$ cat config.mk
export PLATFORM = sky130hd
export DESIGN_NAME = muldiv_iter
export DESIGN_NICKNAME = d
export VERILOG_FILES = /design/src/rtl/osiris_pkg.sv /design/src/rtl/adder.sv /design/src/rtl/muldiv_iter.sv
export SDC_FILE = /design/constraint.sdc
export NUM_CORES = 1
export LEC_CHECK = 0
export ABC_AREA = 1
export BUFFER_PORTS_ARGS = -buffer_cell sky130_fd_sc_hd__buf_2
export CELL_PAD_IN_SITES_DETAIL_PLACEMENT = 2
export CELL_PAD_IN_SITES_GLOBAL_PLACEMENT = 2
export CORE_MARGIN = 2
export CORE_UTILIZATION = 36
export DETAILED_ROUTE_END_ITERATION = 10
export GPL_ROUTABILITY_DRIVEN = 0
export HOLD_SLACK_MARGIN = 0.05
export PLACE_DENSITY_LB_ADDON = 0.1
export RECOVER_POWER = 25
export SYNTH_ARGS = -nofsm -noshare
export SYNTH_HDL_FRONTEND = slang
export SYNTH_SLANG_ARGS = --single-unit
$ cat constraint.sdc
create_clock -name i_clk -period 9.4 [get_ports i_clk]
set_input_delay 0.94 -clock i_clk [delete_from_list [all_inputs] [get_ports i_clk]]
set_output_delay 0.94 -clock i_clk [all_outputs]
set_load 0.02 [all_outputs]
$ cat src/rtl/osiris_pkg.sv
// Shared execute-stage definitions: RV32M funct3 codes and the muldiv FSM encoding.
package osiris_pkg;

  localparam logic [2:0] OP_MUL    = 3'b000;
  localparam logic [2:0] OP_MULH   = 3'b001;
  localparam logic [2:0] OP_MULHSU = 3'b010;
  localparam logic [2:0] OP_MULHU  = 3'b011;
  localparam logic [2:0] OP_DIV    = 3'b100;
  localparam logic [2:0] OP_DIVU   = 3'b101;
  localparam logic [2:0] OP_REM    = 3'b110;
  localparam logic [2:0] OP_REMU   = 3'b111;

  typedef enum logic [1:0] {
    IDLE = 2'b00,
    CALC = 2'b01,
    DONE = 2'b10
  } md_state_e;

endpackage

$ cat src/rtl/adder.sv
// Plain ripple-style adder with carry-in; subtraction is done by the caller inverting b and setting cin.
module adder #(
  parameter int WIDTH = 8
) (
  input  logic [WIDTH-1:0] a_i,
  input  logic [WIDTH-1:0] b_i,
  input  logic             cin_i,
  output logic [WIDTH-1:0] sum_o
);

  assign sum_o = a_i + b_i + {{(WIDTH-1){1'b0}}, cin_i};

endmodule

$ cat src/rtl/muldiv_iter.sv
// Iterative RV32M multiply/divide: radix-2 shift-add multiply and restoring divide sharing one adder.
module muldiv_iter
  import osiris_pkg::*;
#(
  parameter int WIDTH = 32
) (
  input  logic             i_clk,
  input  logic             i_rst_n,
  input  logic             i_start_EX,
  input  logic [2:0]       i_op_EX,
  input  logic [WIDTH-1:0] i_rd1_EX,
  input  logic [WIDTH-1:0] i_rd2_EX,
  input  logic             i_flush_EX,
  output logic             o_ready_EX,
  output logic             o_valid_EX,
  output logic [WIDTH-1:0] o_result_EX
);

  localparam int CNT_W = $clog2(WIDTH + 1);
  localparam logic [WIDTH-1:0] MIN_NEG = {1'b1, {(WIDTH-1){1'b0}}};

  function automatic logic [WIDTH-1:0] neg_n(input logic [WIDTH-1:0] x);
    return ~x + {{(WIDTH-1){1'b0}}, 1'b1};
  endfunction

  function automatic logic [2*WIDTH-1:0] neg_w(input logic [2*WIDTH-1:0] x);
    return ~x + {{(2*WIDTH-1){1'b0}}, 1'b1};
  endfunction

  md_state_e            state_q;
  logic [CNT_W-1:0]     cnt_q;
  logic [2:0]           op_q;
  logic                 neg_q;
  logic                 rneg_q;
  logic [WIDTH-1:0]     addend_q;
  logic [2*WIDTH-1:0]   prod_q;
  logic [2*WIDTH-1:0]   prod_d;
  logic [WIDTH-1:0]     result_q;
  logic [WIDTH-1:0]     result_d;

  logic [WIDTH:0]       add_a, add_b, add_sum;
  logic                 add_cin;

  logic                 sgn_a, sgn_b, div_zero, div_ovf, special;
  logic [WIDTH-1:0]     mag_a, mag_b, special_res;
  logic [2*WIDTH-1:0]   prod_s;
  logic [WIDTH-1:0]     quo_s, rem_s;

  // Accept-time decode: signedness, magnitudes and the one-edge special cases.
  always_comb begin
    sgn_a    = i_rd1_EX[WIDTH-1] & ((i_op_EX == OP_MULH) | (i_op_EX == OP_MULHSU) |
                                    (i_op_EX == OP_DIV)  | (i_op_EX == OP_REM));
    sgn_b    = i_rd2_EX[WIDTH-1] & ((i_op_EX == OP_MULH) | (i_op_EX == OP_DIV) |
                                    (i_op_EX == OP_REM));
    mag_a    = sgn_a ? neg_n(i_rd1_EX) : i_rd1_EX;
    mag_b    = sgn_b ? neg_n(i_rd2_EX) : i_rd2_EX;
    div_zero = i_op_EX[2] & (i_rd2_EX == '0);
    div_ovf  = ((i_op_EX == OP_DIV) | (i_op_EX == OP_REM)) &
               (i_rd1_EX == MIN_NEG) & (i_rd2_EX == '1);
    special  = div_zero | div_ovf;
    if (div_zero) special_res = i_op_EX[1] ? i_rd1_EX : '1;
    else          special_res = i_op_EX[1] ? '0 : i_rd1_EX;
  end

  // Divide: trial-subtract divisor from {rem, next dividend bit}. Multiply: add multiplicand to high half.
  always_comb begin
    if (op_q[2]) begin
      add_a   = {prod_q[2*WIDTH-1:WIDTH], prod_q[WIDTH-1]};
      add_b   = ~{1'b0, addend_q};
      add_cin = 1'b1;
    end else begin
      add_a   = {1'b0, prod_q[2*WIDTH-1:WIDTH]};
      add_b   = {1'b0, addend_q};
      add_cin = 1'b0;
    end
  end

  adder #(.WIDTH(WIDTH + 1)) u_adder (
    .a_i   (add_a),
    .b_i   (add_b),
    .cin_i (add_cin),
    .sum_o (add_sum)
  );

  always_comb begin
    if (op_q[2]) begin
      if (add_sum[WIDTH]) prod_d = {add_a[WIDTH-1:0], prod_q[WIDTH-2:0], 1'b0};
      else                prod_d = {add_sum[WIDTH-1:0], prod_q[WIDTH-2:0], 1'b1};
    end else begin
      if (prod_q[0]) prod_d = {add_sum, prod_q[WIDTH-1:1]};
      else           prod_d = {1'b0, prod_q[2*WIDTH-1:1]};
    end
  end

  // Finalisation: restore signs, then pick the half or quotient/remainder the op asks for.
  always_comb begin
    prod_s = neg_q  ? neg_w(prod_q) : prod_q;
    quo_s  = neg_q  ? neg_n(prod_q[WIDTH-1:0]) : prod_q[WIDTH-1:0];
    rem_s  = rneg_q ? neg_n(prod_q[2*WIDTH-1:WIDTH]) : prod_q[2*WIDTH-1:WIDTH];
    case (op_q)
      OP_MUL:                       result_d = prod_s[WIDTH-1:0];
      OP_MULH, OP_MULHSU, OP_MULHU: result_d = prod_s[2*WIDTH-1:WIDTH];
      OP_DIV, OP_DIVU:              result_d = quo_s;
      default:                      result_d = rem_s;
    endcase
  end

  always_ff @(posedge i_clk) begin
    if (!i_rst_n) begin
      state_q  <= IDLE;
      cnt_q    <= '0;
      result_q <= '0;
    end else if (i_flush_EX) begin
      state_q <= IDLE;
    end else begin
      case (state_q)
        IDLE, DONE: begin
          if (i_start_EX) begin
            op_q     <= i_op_EX;
            neg_q    <= sgn_a ^ sgn_b;
            rneg_q   <= sgn_a;
            addend_q <= i_op_EX[2] ? mag_b : mag_a;
            prod_q   <= {{WIDTH{1'b0}}, (i_op_EX[2] ? mag_a : mag_b)};
            cnt_q    <= '0;
            if (special) begin
              result_q <= special_res;
              state_q  <= DONE;
            end else begin
              state_q  <= CALC;
            end
          end else begin
            state_q <= IDLE;
          end
        end
        CALC: begin
          if (cnt_q == CNT_W'(WIDTH)) begin
            result_q <= result_d;
            state_q  <= DONE;
          end else begin
            prod_q <= prod_d;
            cnt_q  <= cnt_q + CNT_W'(1);
          end
        end
        default: state_q <= IDLE;
      endcase
    end
  end

  assign o_ready_EX  = (state_q != CALC);
  assign o_valid_EX  = (state_q == DONE);
  assign o_result_EX = result_q;

endmodule

## After elaboration in Yosys (flattened, before gate mapping)

Cells that the tools add are included.

- Bits in latches: 0
- Bits in writable memories: 0
- Register bits after elaboration: 141
- Memories kept: 0
- Bits in read-only memories: 0
- Input bits: 71
- Output and inout bits: 34

- Muxes and demuxes: 31
- Shift-type cells: 0
- Equal/unequal tests: 19
- Reductions and logical operators: 12
- Divide/modulo/power cells: 0
- Bitwise logic cells: 21
- $add $sub $neg: 8
- Magnitude comparators: 0
- $mul: 0

Operator list:

| kind | number |
|---|---|
| 32-bit 2-to-1 mux | 12 |
| 64-bit 2-to-1 mux | 6 |
| 32-bit by 1-bit adder with 32-bit output (second input constant) | 4 |
| 32-bit NOT | 4 |
| 64-bit one-hot mux with 2 select lines | 1 |
| 32-bit one-hot mux with 3 select lines | 1 |
| 33-bit 2-to-1 mux | 2 |
| 64-bit by 1-bit adder with 64-bit output (second input constant) | 1 |
| 32-bit equality test (second input constant) | 2 |
| 64-bit NOT | 1 |
| 32-bit one-hot mux with 2 select lines | 1 |
| 33-bit by 1-bit adder with 33-bit output | 1 |
| 33-bit adder | 1 |
| 32-bit NOT with 33-bit output | 1 |
| 32-bit logical NOT | 1 |
| 3-bit equality test (second input constant) | 4 |
| 6-bit 2-to-1 mux | 2 |
| 6-bit one-hot mux with 2 select lines | 1 |
| 5-bit AND reduction | 2 |
| 3-bit by 2-bit equality test with 1-bit output (second input constant) | 3 |
| 2-bit inequality test (second input constant) | 4 |
| 4-bit AND reduction | 2 |
| 1-bit bitwise OR | 7 |
| 6-bit by 1-bit adder with 6-bit output (second input constant) | 1 |
| other kinds (16) | 26 |

## Longest topological paths before layout

- Depth in word-level cells: 9
- Mapped depth: 20
- Mapped depth without buffers: 20

## Cells and area by module

Synthesis repeated with hierarchy kept, for this count alone.

- Cells, all modules: 2869
- Area, all modules: 16415.7 µm²

Modules (own cells, without submodules):

| module | area each (µm²) | cells an instance | instances | sequential area each (µm²) |
|---|---|---|---|---|
| muldiv_iter | 13955.9 | 2344 | 1 | 3833.7 |
| adder | 2459.9 | 525 | 1 | 0.0 |

## Worst setup path after synthesis

OpenSTA, ideal clock, no wires.

- Path kind: input to register
- From: in i_start_EX
- To: reg prod_q[0], enable pin
- Setup time: 486 ps
- Slack: 4766 ps
- Data arrival time: 4148 ps
- Stages on the path: 4
- Cells stage by stage: nand2_1 a21oi_2 nand2_1 nor2_1

- Cells in the longest elaborated chain, start to end: 2

RTL lines:

| element | line | source |
|---|---|---|
| from (decl) | muldiv_iter.sv:9 | `input logic i_start_EX,` |
| 2-bit inequality test (no line) | -- |  |
| 5-bit AND reduction (no line) | -- |  |
| to (signal assigned) | muldiv_iter.sv:123 | `prod_q <= {{WIDTH{1'b0}}, (i_op_EX[2] ? mag_a : mag_b)};` |
| to (signal assigned) | muldiv_iter.sv:140 | `prod_q <= prod_d;` |
| to (decl) | muldiv_iter.sv:36 | `logic [2*WIDTH-1:0] prod_q;` |

No other way between the ends.
A chain may end at the register's enable or synchronous reset.

## Worst setup path after layout

- From: reg op_q[2]
- To: reg prod_q[43], data pin

- Cells in the longest elaborated chain, start to end: 7

RTL lines:

| element | line | source |
|---|---|---|
| from (decl) | muldiv_iter.sv:32 | `logic [2:0] op_q;` |
| from (signal assigned) | muldiv_iter.sv:119 | `op_q <= i_op_EX;` |
| 33-bit 2-to-1 mux | muldiv_iter.sv:67 | `if (op_q[2]) begin` |
| 33-bit adder | adder.sv:11 | `assign sum_o = a_i + b_i + {{(WIDTH-1){1'b0}}, cin_i};` |
| 33-bit by 1-bit adder with 33-bit output | adder.sv:11 |  |
| 64-bit 2-to-1 mux (on tied branches) | muldiv_iter.sv:90, muldiv_iter.sv:87 |  |
| 64-bit 2-to-1 mux (*) | muldiv_iter.sv:86 | `if (op_q[2]) begin` |
| 64-bit 2-to-1 mux (*) | muldiv_iter.sv:136 | `if (cnt_q == CNT_W'(WIDTH)) begin` |
| 64-bit one-hot mux with 2 select lines (*) | muldiv_iter.sv:116 | `case (state_q)` |

Mark *: on every way between the ends. The rest lies on a longest branch, timed or not. The select of a mux whose other input is x is not followed.

==> results.cfg <==
[synth]
synth_edf_count = 101
async_reset_ff_share_pct = 0
yosys.area.top_type = nand2_1
netlist_area_um2 = 16100
seq_area_frac_synth_pct = 23.8
synth-seq-cells = 141
ys.flop_type = edfxtp_1
synthTopCellsByArea = nand2_1, edfxtp_1, nor2_1, nand3_1, a21oi_1
synth_top_area_share_pct = 20.0
syn_inst = 2797
postSynthAreaPerCell_um2 = 5.77
synth_cell_types = 49
synth_nets = 2907
synth_warnings = 0

[worst_setup_path]
crit_buf_inv = 3
crit_top_cell = nand2_1
critical_path_class = reg -> reg
slowest_stage = nand2_1
worst_setup_path_end_kind = flip-flop
critPathTopFamily = simple AND/OR/NAND/NOR gates
worstPathRequired_ns = 9.60
cp.arrival_ns = 5.66
start_kind = flip-flop
crit_chain = buf_4 -> buf_4 -> nor2_1 -> a21oi_1 -> inv_1 -> ha_1 -> nand2_1 -> nor2_1 -> nand3_1 -> nand2_1 -> nand2_1 -> nand2_1 -> nand2_1 -> nand2_1 -> nand2_1 -> nand2_1 -> nand2_1 -> nand3_1 -> a21oi_1
critPathMaxFanout = 84
slowest_delay_ns = 0.90

[hold_path]
min_path_type = reg -> reg

[clocking]
hold_buffers = 0
clk_latency_ns = 0.48
h-tree-depth = 4
path_clk_slew_ns = 0.07
numCtsBuffers = 17
clkSinkCount = 141
cts-root-buf = clkbuf_16
cts_resized = 0
clk_path_buf_depth = 2
cts_setup_buffers = 0
cts_tree = yes

[grt]
grt_pass1_vias = 21400
overflow = 0
grt_pass1_wl_mm = 133
antenna_found_initial = 3
grt_max_degree = 85
grt_usage_pct = 37.8

[drt]
via_per_inst = 5.94
firstDrtPassIters = 5
ant_nets = 0
routed_wl_mm = 88.7
drc = 0
wl_per_cell_um = 25.8
vias = 20400
dr.first_iter.drc_count = 1679

[placement]
dp_hpwl_mm = 70.3
post-place-ws_ns = 4.17
place_area_um2 = 17100
io_buffer_count = 104

[timing]
period_needed_ns = 5.46
rsz0062_at_grt = no
min_period_over_period_pct = 58.1
max-slew-margin-rel_pct = -130
fmax_mhz = 183
slew_viol_final = 166
timing_hold_violations_final = 0
fin_tns_setup_ns = 0
clock_skew_ns = 0.0147
worst_pin_slew_ns = 3.43
finalSetupViolCount = 0
setup_ws_ns = 3.94

[run]
cap_violations = 4

[die]
coreArea_um2 = 44200
die_height_um = 216
rows = 77
die_area_um2 = 46500
pin_count = 105
die_x_um = 216
start_util_pct = 36.5

[final_layout]
diodes = 0
syn_to_final_growth_pct = 8.91
postLayoutCellArea_um2 = 17600
drive_gt1_share_pct = 5.42
nNetsFinal = 2936

[power]
p_leak_nw = 7.81
power_density_nw_per_um2 = 116
total_power_mw = 2.04
ir_drop_mv = 0.0999

[status]
status = finished with violations
failed_checks = capacitance limit, slew limit
[where the power goes]
group	leakage [nW]	internal (mW)	switching [mW]
logic	6.28	0.169	0.476
registers	1.26	0.696	0.0275
clock network	0.273	0.349	0.320
total	7.81	1.21	0.824
[state kept, by name, summed over array words and instances, names as in the netlist]
name	count
op_q	3
prod_q	64
o_result_EX	32
state_q	2
addend_q	32
cnt_q	6
rneg_q	1
neg_q	1
[per-stage QoR]
stage / cells / utilization [%] / hold slack (ns)
3_5_place_dp: 3399 / 38.7 / 0.466
4_1_cts: 3431 / 39.9 / 0.480
2_1_floorplan: 2797 / - / 0.471
3_3_place_gp: 3399 / 38.7 / 0.449
5_1_grt: 3431 / 39.8 / 0.510
6_report: 3431 / 39.8 / 0.481
[worst paths after layout]
| path | depth (start not counted) | slack, ns | endpoint | start |
|---|---|---|---|---|
| min reg2reg | 2 | 0.48 | o_result_EX[18] | o_result_EX[18] |
| max | 19 | 3.94 | prod_q[43] | op_q[2] |
| min | 2 | 0.48 | o_result_EX[18] | o_result_EX[18] |
| max reg2reg | 19 | 3.94 | prod_q[43] | op_q[2] |
[per-layer routing]
layer	global-route usage [%]	part of all wire, %	up-vias
li1	-	-	9230
met1	46.6	41	10200
met2	63.5	47	696
met3	5.09	5.3	217
met4	21.4	6.2	4
met5	0	0.025	-
[cells by family after synthesis]
kind of cell             after synthesis  share of synthesized area [%]
buffers and inverters                391                           9.43
AND/OR/NAND/NOR                     1652                           42.7
XOR/XNOR                             104                           5.64
adder cells (fa/ha/maj)               39                           3.07
AO/OA/AOI/OAI                        470                           15.4
flip-flops                           141                           23.8
[placed cells by master (no fill, tap or decap), types with 12 or more instances in the layout]
| cell type | n |
|---|---|
| a21oi_1 | 210 |
| a31oi_1 | 12 |
| buf_2 | 68 |
| buf_4 | 17 |
| clkbuf_1 | 39 |
| clkbuf_16 | 17 |
| dfxtp_1 | 40 |
| edfxtp_1 | 101 |
| ha_1 | 38 |
| inv_1 | 264 |
| nand2_1 | 858 |
| nand3_1 | 267 |
| nand3b_1 | 20 |
| nand4_1 | 37 |
| nor2_1 | 391 |
| nor3_1 | 44 |
| o211ai_1 | 24 |
| o21ai_0 | 193 |
| xnor2_1 | 22 |
| xor2_1 | 82 |
[Yosys cell counts (all sizes together), types with 24 or more instances]
cell type / instances
nand2: 862
nor2: 403
inv: 273
nand3: 270
a21oi: 210
o21ai: 200
edfxtp: 101
xor2: 82
clkbuf: 69
nor3: 45
buf: 44
dfxtp: 40
ha: 38
nand4: 37
o211ai: 24
[worst reg2reg max path: cells and delay by family, from the launching register on]
family	cells	cell delay [ns]
flip-flops	1	0.35
buffers and inverters	3	1.71
AND/OR/NAND/NOR	13	2.41
AO/OA/AOI/OAI	2	0.37
adder cells (fa/ha/maj)	1	0.36
[area by class of cell]
class,instances,area (µm²)
Clock buffer,19,443
Clock inverter,13,104
Fill cell,5755,26600
Inverter,278,1050
Multi-Input combinational cell,2265,10800
Sequential cell,141,3830
Tap cell,592,741
Timing Repair Buffer,123,611
No activity file was read; power rests on OpenSTA's default activity.
